### src/rtl/button_conditioner.sv
// Button input conditioner: per-channel 2-FF synchroniser, counter debouncer and
// press/auto-repeat FSM. Outputs a debounced level plus one-cycle press/release
// pulses; all outputs are registered and cleared asynchronously by reset.
module button_conditioner #(
  parameter int unsigned N_BTN           = 3,
  parameter int unsigned DEBOUNCE_CYCLES = 251750,
  parameter int unsigned REPEAT_DELAY    = 5035000,
  parameter int unsigned REPEAT_PERIOD   = 1258750,
  parameter bit          ACTIVE_LOW      = 1'b0
) (
  input  logic             clk_25_175,
  input  logic             reset,
  input  logic [N_BTN-1:0] btn_raw,
  input  logic [N_BTN-1:0] repeat_en,
  output logic [N_BTN-1:0] btn_level,
  output logic [N_BTN-1:0] btn_press,
  output logic [N_BTN-1:0] btn_release
);

  // Debounce counter tops out at DEBOUNCE_CYCLES-1; repeat counter at the larger interval minus one.
  localparam int unsigned REPEAT_MAX = (REPEAT_DELAY > REPEAT_PERIOD) ? REPEAT_DELAY : REPEAT_PERIOD;
  localparam int unsigned CNT_W      = $clog2(DEBOUNCE_CYCLES);
  localparam int unsigned RCNT_W     = $clog2(REPEAT_MAX);

  // Count parameters below 2 would make the counters degenerate.
  if (DEBOUNCE_CYCLES < 2 || REPEAT_DELAY < 2 || REPEAT_PERIOD < 2) begin : g_bad_param
    $error("button_conditioner: DEBOUNCE_CYCLES, REPEAT_DELAY and REPEAT_PERIOD must all be >= 2");
  end

  typedef enum logic [1:0] {
    ST_IDLE   = 2'd0,
    ST_HOLD   = 2'd1,
    ST_REPEAT = 2'd2
  } state_e;

  for (genvar ch = 0; ch < N_BTN; ch++) begin : g_ch

    logic              raw_pol_c;
    logic              s1_q, s1_d;
    logic              s2_q, s2_d;
    logic              stable_q, stable_d;
    logic [CNT_W-1:0]  cnt_q, cnt_d;
    state_e            state_q, state_d;
    logic [RCNT_W-1:0] rcnt_q, rcnt_d;
    logic              press_q, press_d;
    logic              release_q, release_d;
    logic              rise_c, fall_c;

    // Normalise polarity so that 1 always means pressed.
    assign raw_pol_c = btn_raw[ch] ^ ACTIVE_LOW;

    // Synchroniser next values.
    always_comb begin
      s1_d = raw_pol_c;
      s2_d = s1_q;
    end

    // Debouncer: accept s2 only after it has differed from stable for DEBOUNCE_CYCLES cycles.
    always_comb begin
      stable_d = stable_q;
      cnt_d    = '0;
      if (s2_q != stable_q) begin
        if (cnt_q == CNT_W'(DEBOUNCE_CYCLES - 1)) begin
          stable_d = s2_q;
          cnt_d    = '0;
        end else begin
          cnt_d = cnt_q + CNT_W'(1);
        end
      end
    end

    // Edges of the debounced value, aligned with the edge that updates stable_q.
    assign rise_c = stable_d & ~stable_q;
    assign fall_c = stable_q & ~stable_d;

    // Press/repeat FSM next state and registered pulse outputs; release has priority.
    always_comb begin
      state_d   = state_q;
      rcnt_d    = rcnt_q;
      press_d   = 1'b0;
      release_d = 1'b0;
      unique case (state_q)
        ST_IDLE: begin
          if (rise_c) begin
            press_d = 1'b1;
            rcnt_d  = '0;
            state_d = ST_HOLD;
          end
        end
        ST_HOLD: begin
          if (fall_c) begin
            release_d = 1'b1;
            rcnt_d    = '0;
            state_d   = ST_IDLE;
          end else if (repeat_en[ch]) begin
            if (rcnt_q == RCNT_W'(REPEAT_DELAY - 1)) begin
              press_d = 1'b1;
              rcnt_d  = '0;
              state_d = ST_REPEAT;
            end else begin
              rcnt_d = rcnt_q + RCNT_W'(1);
            end
          end else begin
            rcnt_d = '0;
          end
        end
        ST_REPEAT: begin
          if (fall_c) begin
            release_d = 1'b1;
            rcnt_d    = '0;
            state_d   = ST_IDLE;
          end else if (!repeat_en[ch]) begin
            rcnt_d  = '0;
            state_d = ST_HOLD;
          end else if (rcnt_q == RCNT_W'(REPEAT_PERIOD - 1)) begin
            press_d = 1'b1;
            rcnt_d  = '0;
          end else begin
            rcnt_d = rcnt_q + RCNT_W'(1);
          end
        end
        default: begin
          rcnt_d  = '0;
          state_d = ST_IDLE;
        end
      endcase
    end

    // All channel state, cleared asynchronously by reset.
    always_ff @(posedge clk_25_175 or posedge reset) begin
      if (reset) begin
        s1_q      <= 1'b0;
        s2_q      <= 1'b0;
        stable_q  <= 1'b0;
        cnt_q     <= '0;
        state_q   <= ST_IDLE;
        rcnt_q    <= '0;
        press_q   <= 1'b0;
        release_q <= 1'b0;
      end else begin
        s1_q      <= s1_d;
        s2_q      <= s2_d;
        stable_q  <= stable_d;
        cnt_q     <= cnt_d;
        state_q   <= state_d;
        rcnt_q    <= rcnt_d;
        press_q   <= press_d;
        release_q <= release_d;
      end
    end

    assign btn_level[ch]   = stable_q;
    assign btn_press[ch]   = press_q;
    assign btn_release[ch] = release_q;

  end : g_ch

endmodule

### config.mk
export PLATFORM = sky130hd
export DESIGN_NAME = button_conditioner
export DESIGN_NICKNAME = d
export VERILOG_FILES = /design/src/rtl/button_conditioner.sv
export SDC_FILE = /design/constraint.sdc
export NUM_CORES = 1
export LEC_CHECK = 0
export CAP_MARGIN = 20
export CORE_MARGIN = 5
export CORE_UTILIZATION = 34
export CTS_BUF_LIST = sky130_fd_sc_hd__clkbuf_16
export CTS_CLUSTER_SIZE = 30
export DETAILED_ROUTE_END_ITERATION = 16
export PLACE_DENSITY = 0.56
export SYNTH_ARGS = -nofsm -noshare
export SYNTH_HDL_FRONTEND = slang
export SYNTH_SLANG_ARGS = --single-unit
### constraint.sdc
create_clock -name clk_25_175 -period 10 [get_ports clk_25_175]
set_input_delay 1 -clock clk_25_175 [delete_from_list [all_inputs] [get_ports clk_25_175]]
set_output_delay 1 -clock clk_25_175 [all_outputs]
set_load 0.005 [all_outputs]
# Word-level counts from Yosys, hierarchy flattened
# Cells that the tools add are included.
word_totals:
  input_bits: 8
  ff_bits: 144
  memories: 0
  romBits: 0
  elab_cells: 168
  latch_bits: 0
  mem_bits_rw: 0
  out_inout_bits: 9
classes:
  n_bitwise: 12
  mux: 87
  order_cmp: 0
  mul: 0
  shifts: 0
  eq_ne: 30
  div: 0
  n_reduce_logical: 9
  add_sub_neg: 6
op_table:
  columns: ["operator", "count"]
  rows:
  - ["two-way mux 23 bit", 21]
  - ["case mux 23 bit (3 select lines)", 3]
  - ["two-way mux 18 bit", 6]
  - ["adder 23 x 1 -> 23 bit (second input constant)", 3]
  - ["== test 23 x 21 -> 1 bit (second input constant)", 3]
  - ["== test 23 bit (second input constant)", 3]
  - ["adder 18 x 1 -> 18 bit (second input constant)", 3]
  - ["== test 18 bit (second input constant)", 3]
  - ["two-way mux 2 bit", 18]
  - ["two-way mux 1 bit", 33]
  - ["inequality test 3 bit (second input constant)", 9]
  - ["case mux 2 bit (3 select lines)", 3]
  - ["AND reduction 4 bit", 3]
  - ["case mux 1 bit (3 select lines)", 3]
  - ["bitwise AND 1 bit", 6]
  - ["== test 2 x 1 -> 1 bit (second input constant)", 3]
  - ["== test 2 bit (second input constant)", 3]
  - ["zero test 2 bit", 3]
  - ["inequality test 2 bit (second input constant)", 3]
  - ["inverter 1 bit", 6]
  - ["OR reduction 2 bit", 3]
  - ["inequality test 1 bit", 3]

# Longest topological paths before layout
depth:
  word_depth: 7
  ltp_mapped: 10

# Least setup slack after synthesis
# OpenSTA, ideal clock, no wires.
synth_path:
  path_type: "reg2reg"
  startpoint: "reg g_ch[1].rcnt_q[20]"
  endpoint: "reg g_ch[1].rcnt_q[11]"
  slack_ps: 7779
  period_less_slack_ps: 2221
  setup_time_ps: 128
  arrival_ps: 2093
  stages_incl_launch_ff: 8
  path_buffers: 1
  t_required_ps: 9872
  path_cell_list: "dfrtp_1 or4_1 or4_1 o21ai_2 a21oi_2 buf_6 a31oi_1 o31ai_1"
synth_via:
  elab_chain_cells: 5
  word_cells_on_any_way: 9
  classes_between: "eq/ne: 2; mux: 7"
synth_lines:
  columns: ["item", "line", "source"]
  rows:
  - ["start, declared", "44", "logic [RCNT_W-1:0] rcnt_q, rcnt_d;"]
  - ["start signal, assigned", "146", "rcnt_q <= rcnt_d;"]
  - ["== test 23 x 21 -> 1 bit or == test 23 bit (tied branches)", "115, 96", null]
  - ["two-way mux 23 bit (on tied branches)", "115, 96", null]
  - ["two-way mux 23 bit (on tied branches)", "112, 95", null]
  - ["two-way mux 23 bit (on tied branches)", "108, 91", null]
  - ["case mux 23 bit (3 select lines) (*)", "82", "unique case (state_q)"]
# Mark *: on every way between the ends. The rest lies on a longest branch, timed or not.
# A chain may end at the register's enable or synchronous reset.

# Final worst setup path
layout_path:
  startpoint: "in repeat_en[2]"
  endpoint: "reg g_ch[2].rcnt_q[7]"
layout_via:
  elab_chain_cells: 3
  word_cells_on_any_way: 5
  classes_between: "mux: 5"
layout_lines:
  columns: ["item", "line", "source"]
  rows:
  - ["start, declared", "14", "input logic [N_BTN-1:0] repeat_en,"]
  - ["two-way mux 23 bit (on tied branches)", "112, 95", null]
  - ["two-way mux 23 bit (on tied branches)", "108, 91", null]
  - ["case mux 23 bit (3 select lines) (*)", "82", null]
  - ["end signal, assigned", "146", null]
  - ["end, declared", "44", null]
# Marks and branches as above.

==> flow_summary.json <==
{
  "outcome": "finished clean",
  "yosysWarnings": 0,
  "grt_pass1_wl_mm": 29.46,
  "totalWireLength_mm": 16.64,
  "rows": 56,
  "synth_area_leaders": "dfrtp_1, nand3_1, nor2_1, nand2_1, ha_1",
  "area_growth_syn_to_layout_pct": 11.33,
  "combPwrFrac_pct": 10.5,
  "wl_per_cell_um": 13.83,
  "slew_viol_final": 0,
  "cts_sinks": 144,
  "clock_skew_ps": 11.46,
  "drv_cap": 0,
  "synth_seq_area_share_pct": 45.08,
  "route.detailed.drc": 0,
  "num_io_pins": 17,
  "place_inst": 1171,
  "dp_hpwl_mm": 10.90,
  "synth_seq_cells": 144,
  "synthDistinctLibCells": 61,
  "core-area_um2": 23330,
  "synth_edf_count": 0,
  "synth_cells": 869,
  "swShare_pct": 26.81,
  "viasPerCell": 5.179,
  "postSynthAreaPerCell_um2": 9.198,
  "initial_utilization_pct": 34.26,
  "critPathKind": "primary input to flip-flop",
  "setup_ws_ps": 7060,
  "dp_slack_ps": 6596,
  "p_int_w": 0.0009442,
  "yosys-top-cells-count": "dfrtp_1, nand3_1, nor2_1, nand2_1, inv_1",
  "fin_nets": 903,
  "ir_drop_mv": 0.1127,
  "dieWidth_um": 163.3,
  "cts_tree": "done",
  "crit_path_start_kind": "primary input",
  "n_antenna_cell": 0,
  "grt-ovfl-total": 0,
  "place_congestion": 0.7912,
  "cts_resized": 0,
  "ctsHoldBuffers": 0,
  "rsz0062_at_grt": "false",
  "whs_ps": 353.0,
  "yosysTopAreaCellShare_pct": 45.08,
  "dieArea_um2": 26670,
  "drive_above_1_share_pct": 7.014,
  "tightest_slew_ps": 963.3,
  "root_buffer": "clkbuf_16",
  "fill_cells": 2369,
  "fmax_mhz": 340.1,
  "async_reset_ff_share_pct": 100.0,
  "htree_levels": 4,
  "setup_tns_ps": 0,
  "cts_made_buffers": 17,
  "ys.flop_type": "dfrtp_1",
  "setup_viol": 0,
  "first_iter_violations": 415,
  "grt_pass1_vias": 5986,
  "insertion_delay_ps": 420,
  "port_buffers": 16,
  "finalCriticalPeriod_ps": 2940,
  "p_leak_nw": 3.628,
  "cts_setup_buffers": 0,
  "ant_nets": 0,
  "finalHoldViolCount": 0,
  "cts_buffer_depth": 2,
  "first_pass_iters": 4,
  "antenna_found_initial": 0,
  "syn-num-nets": 901,
  "synth_area_leader_cell": "dfrtp_1",
  "switching_power_w": 0.0003459,
  "hold_path.class": "flip-flop to flip-flop",
  "grtUsageTotal_pct": 13.15,
  "fin_cells": 1203,
  "pwr-share-clk_pct": 42.8,
  "crit_path_end_kind": "flip-flop",
  "yosysMostFrequentCell": "dfrtp_1",
  "post-route-period-util_pct": 29.40,
  "cp_max_fo": 18,
  "power_frac_seq_pct": 46.7,
  "power.density_nw_per_um2": 145.0,
  "syn-cell-area_um2": 7993,
  "grt_max_degree": 97,
  "crit_arrival_ps": 3240,
  "worstPathRequired_ps": 10300,
  "slew_headroom_pct": 35.78,
  "chipHeight_um": 163.3,
  "vias": 6230,
  "clk_pin_slew_ps": 60
}
==> worst paths after layout <==
kind | startpoint | endpoint | slack, ps | cells after the start
hold / removal | g_ch[0].s1_q | g_ch[0].s2_q | 350 | 0
setup / recovery | repeat_en[2] | g_ch[2].rcnt_q[7] | 7060 | 6
setup reg to reg | g_ch[2].rcnt_q[0] | g_ch[2].rcnt_q[7] | 7120 | 7
min in group asynchronous | reset | g_ch[1].s2_q | 1150 | 2
hold reg to reg | g_ch[0].s1_q | g_ch[0].s2_q | 350 | 0
max in group asynchronous | reset | g_ch[0].rcnt_q[13] | 7700 | 3
==> sequential cells by signal (all words and copies together) (netlist names) <==
| signal | flops |
|---|---|
| g_ch.cnt_q | 54 |
| g_ch.press_q | 3 |
| g_ch.rcnt_q | 69 |
| g_ch.release_q | 3 |
| g_ch.s1_q | 3 |
| g_ch.s2_q | 3 |
| g_ch.stable_q | 3 |
| g_ch.state_q | 6 |
==> per-stage QoR <==
| stage | utilization [%] | power (W) | area, um2 |
|---|---|---|---|
| after floorplan | - | 0.0007148 | 7993 |
| after global placement | 35.97 | 0.0007491 | 8392 |
| after detailed placement | 35.97 | 0.0007507 | 8392 |
| after CTS | 38.14 | 0.001312 | 8899 |
| after global routing | 38.14 | 0.001354 | 8899 |
| final | 38.14 | 0.001290 | 8899 |
==> layout make-up <==
| type | instances | area, um2 | share of cell area [%] |
|---|---|---|---|
| multi-input combinational | 654 | 4063 | 45.66 |
| sequential | 144 | 3603 | 40.50 |
| clock buffer | 17 | 425.4 | 4.781 |
| tap | 319 | 399.1 | 4.485 |
| timing repair buffer | 21 | 197.7 | 2.222 |
| inverter | 33 | 128.9 | 1.448 |
| clock inverter | 15 | 81.33 | 0.9139 |
==> worst max-delay path: stages <==
cell and delay [ps]:
clkdlybuf4s50_1 560, nand2_1 80, a31oi_1 170, o21a_1 610, nand2_2 400, o311ai_0 410
==> metal layers <==
layer / vias to the layer above / routed length (um) / track usage (%)
met5: - / 0 / 0
met3: 11 / 427 / 2.599
met4: 0 / 155 / 3.469
met1: 3004 / 8661 / 19.14
li1: 3141 / - / -
met2: 74 / 7395 / 20.06
==> power groups by stage <==
| stage | Sequential [W] | Combinational, W | Clock (W) |
|---|---|---|---|
| finish | 0.000602 | 0.000136 | 0.000552 |
| global route | 0.000604 | 0.000156 | 0.000594 |
| detailed placement | 0.000612 | 0.000138 | 0 |
| global placement | 0.000612 | 0.000137 | 0 |
| CTS | 0.000602 | 0.000139 | 0.000572 |
| floorplan | 0.000610 | 0.000105 | 0 |
==> cell families after synthesis <==
group / count (synthesis) / synth area share (%)
buffers and inverters: 71 / 4.164
adders and majority gates: 24 / 3.757
and+or+nand+nor: 437 / 28.43
AOI/OAI and AO/OA: 136 / 12.10
xor gates and xnor gates: 49 / 5.369
muxes: 8 / 1.096
DFF: 144 / 45.08
==> placed cells by master (no fill, tap or decap), types with 6 or more instances in the layout <==
cell and n:
dfrtp_1 144, nor4_1 12, o21ai_0 24, and2_1 17
o311ai_0 26, or3_1 9, and4_1 8, clkbuf_16 17
xor2_1 25, and3_1 26, nand2_1 83, nand3_1 94
xnor2_1 24, o31ai_1 14, a21o_1 6, or2_2 10
ha_1 24, clkdlybuf4s50_1 16, a31oi_1 13, nand4_1 26
nor3_1 13, mux2_2 6, nand4b_1 6, a21oi_1 15
inv_1 35, nand2b_1 6, nor4bb_1 7, nor2_1 92
Power figures use the tool's default switching activity.
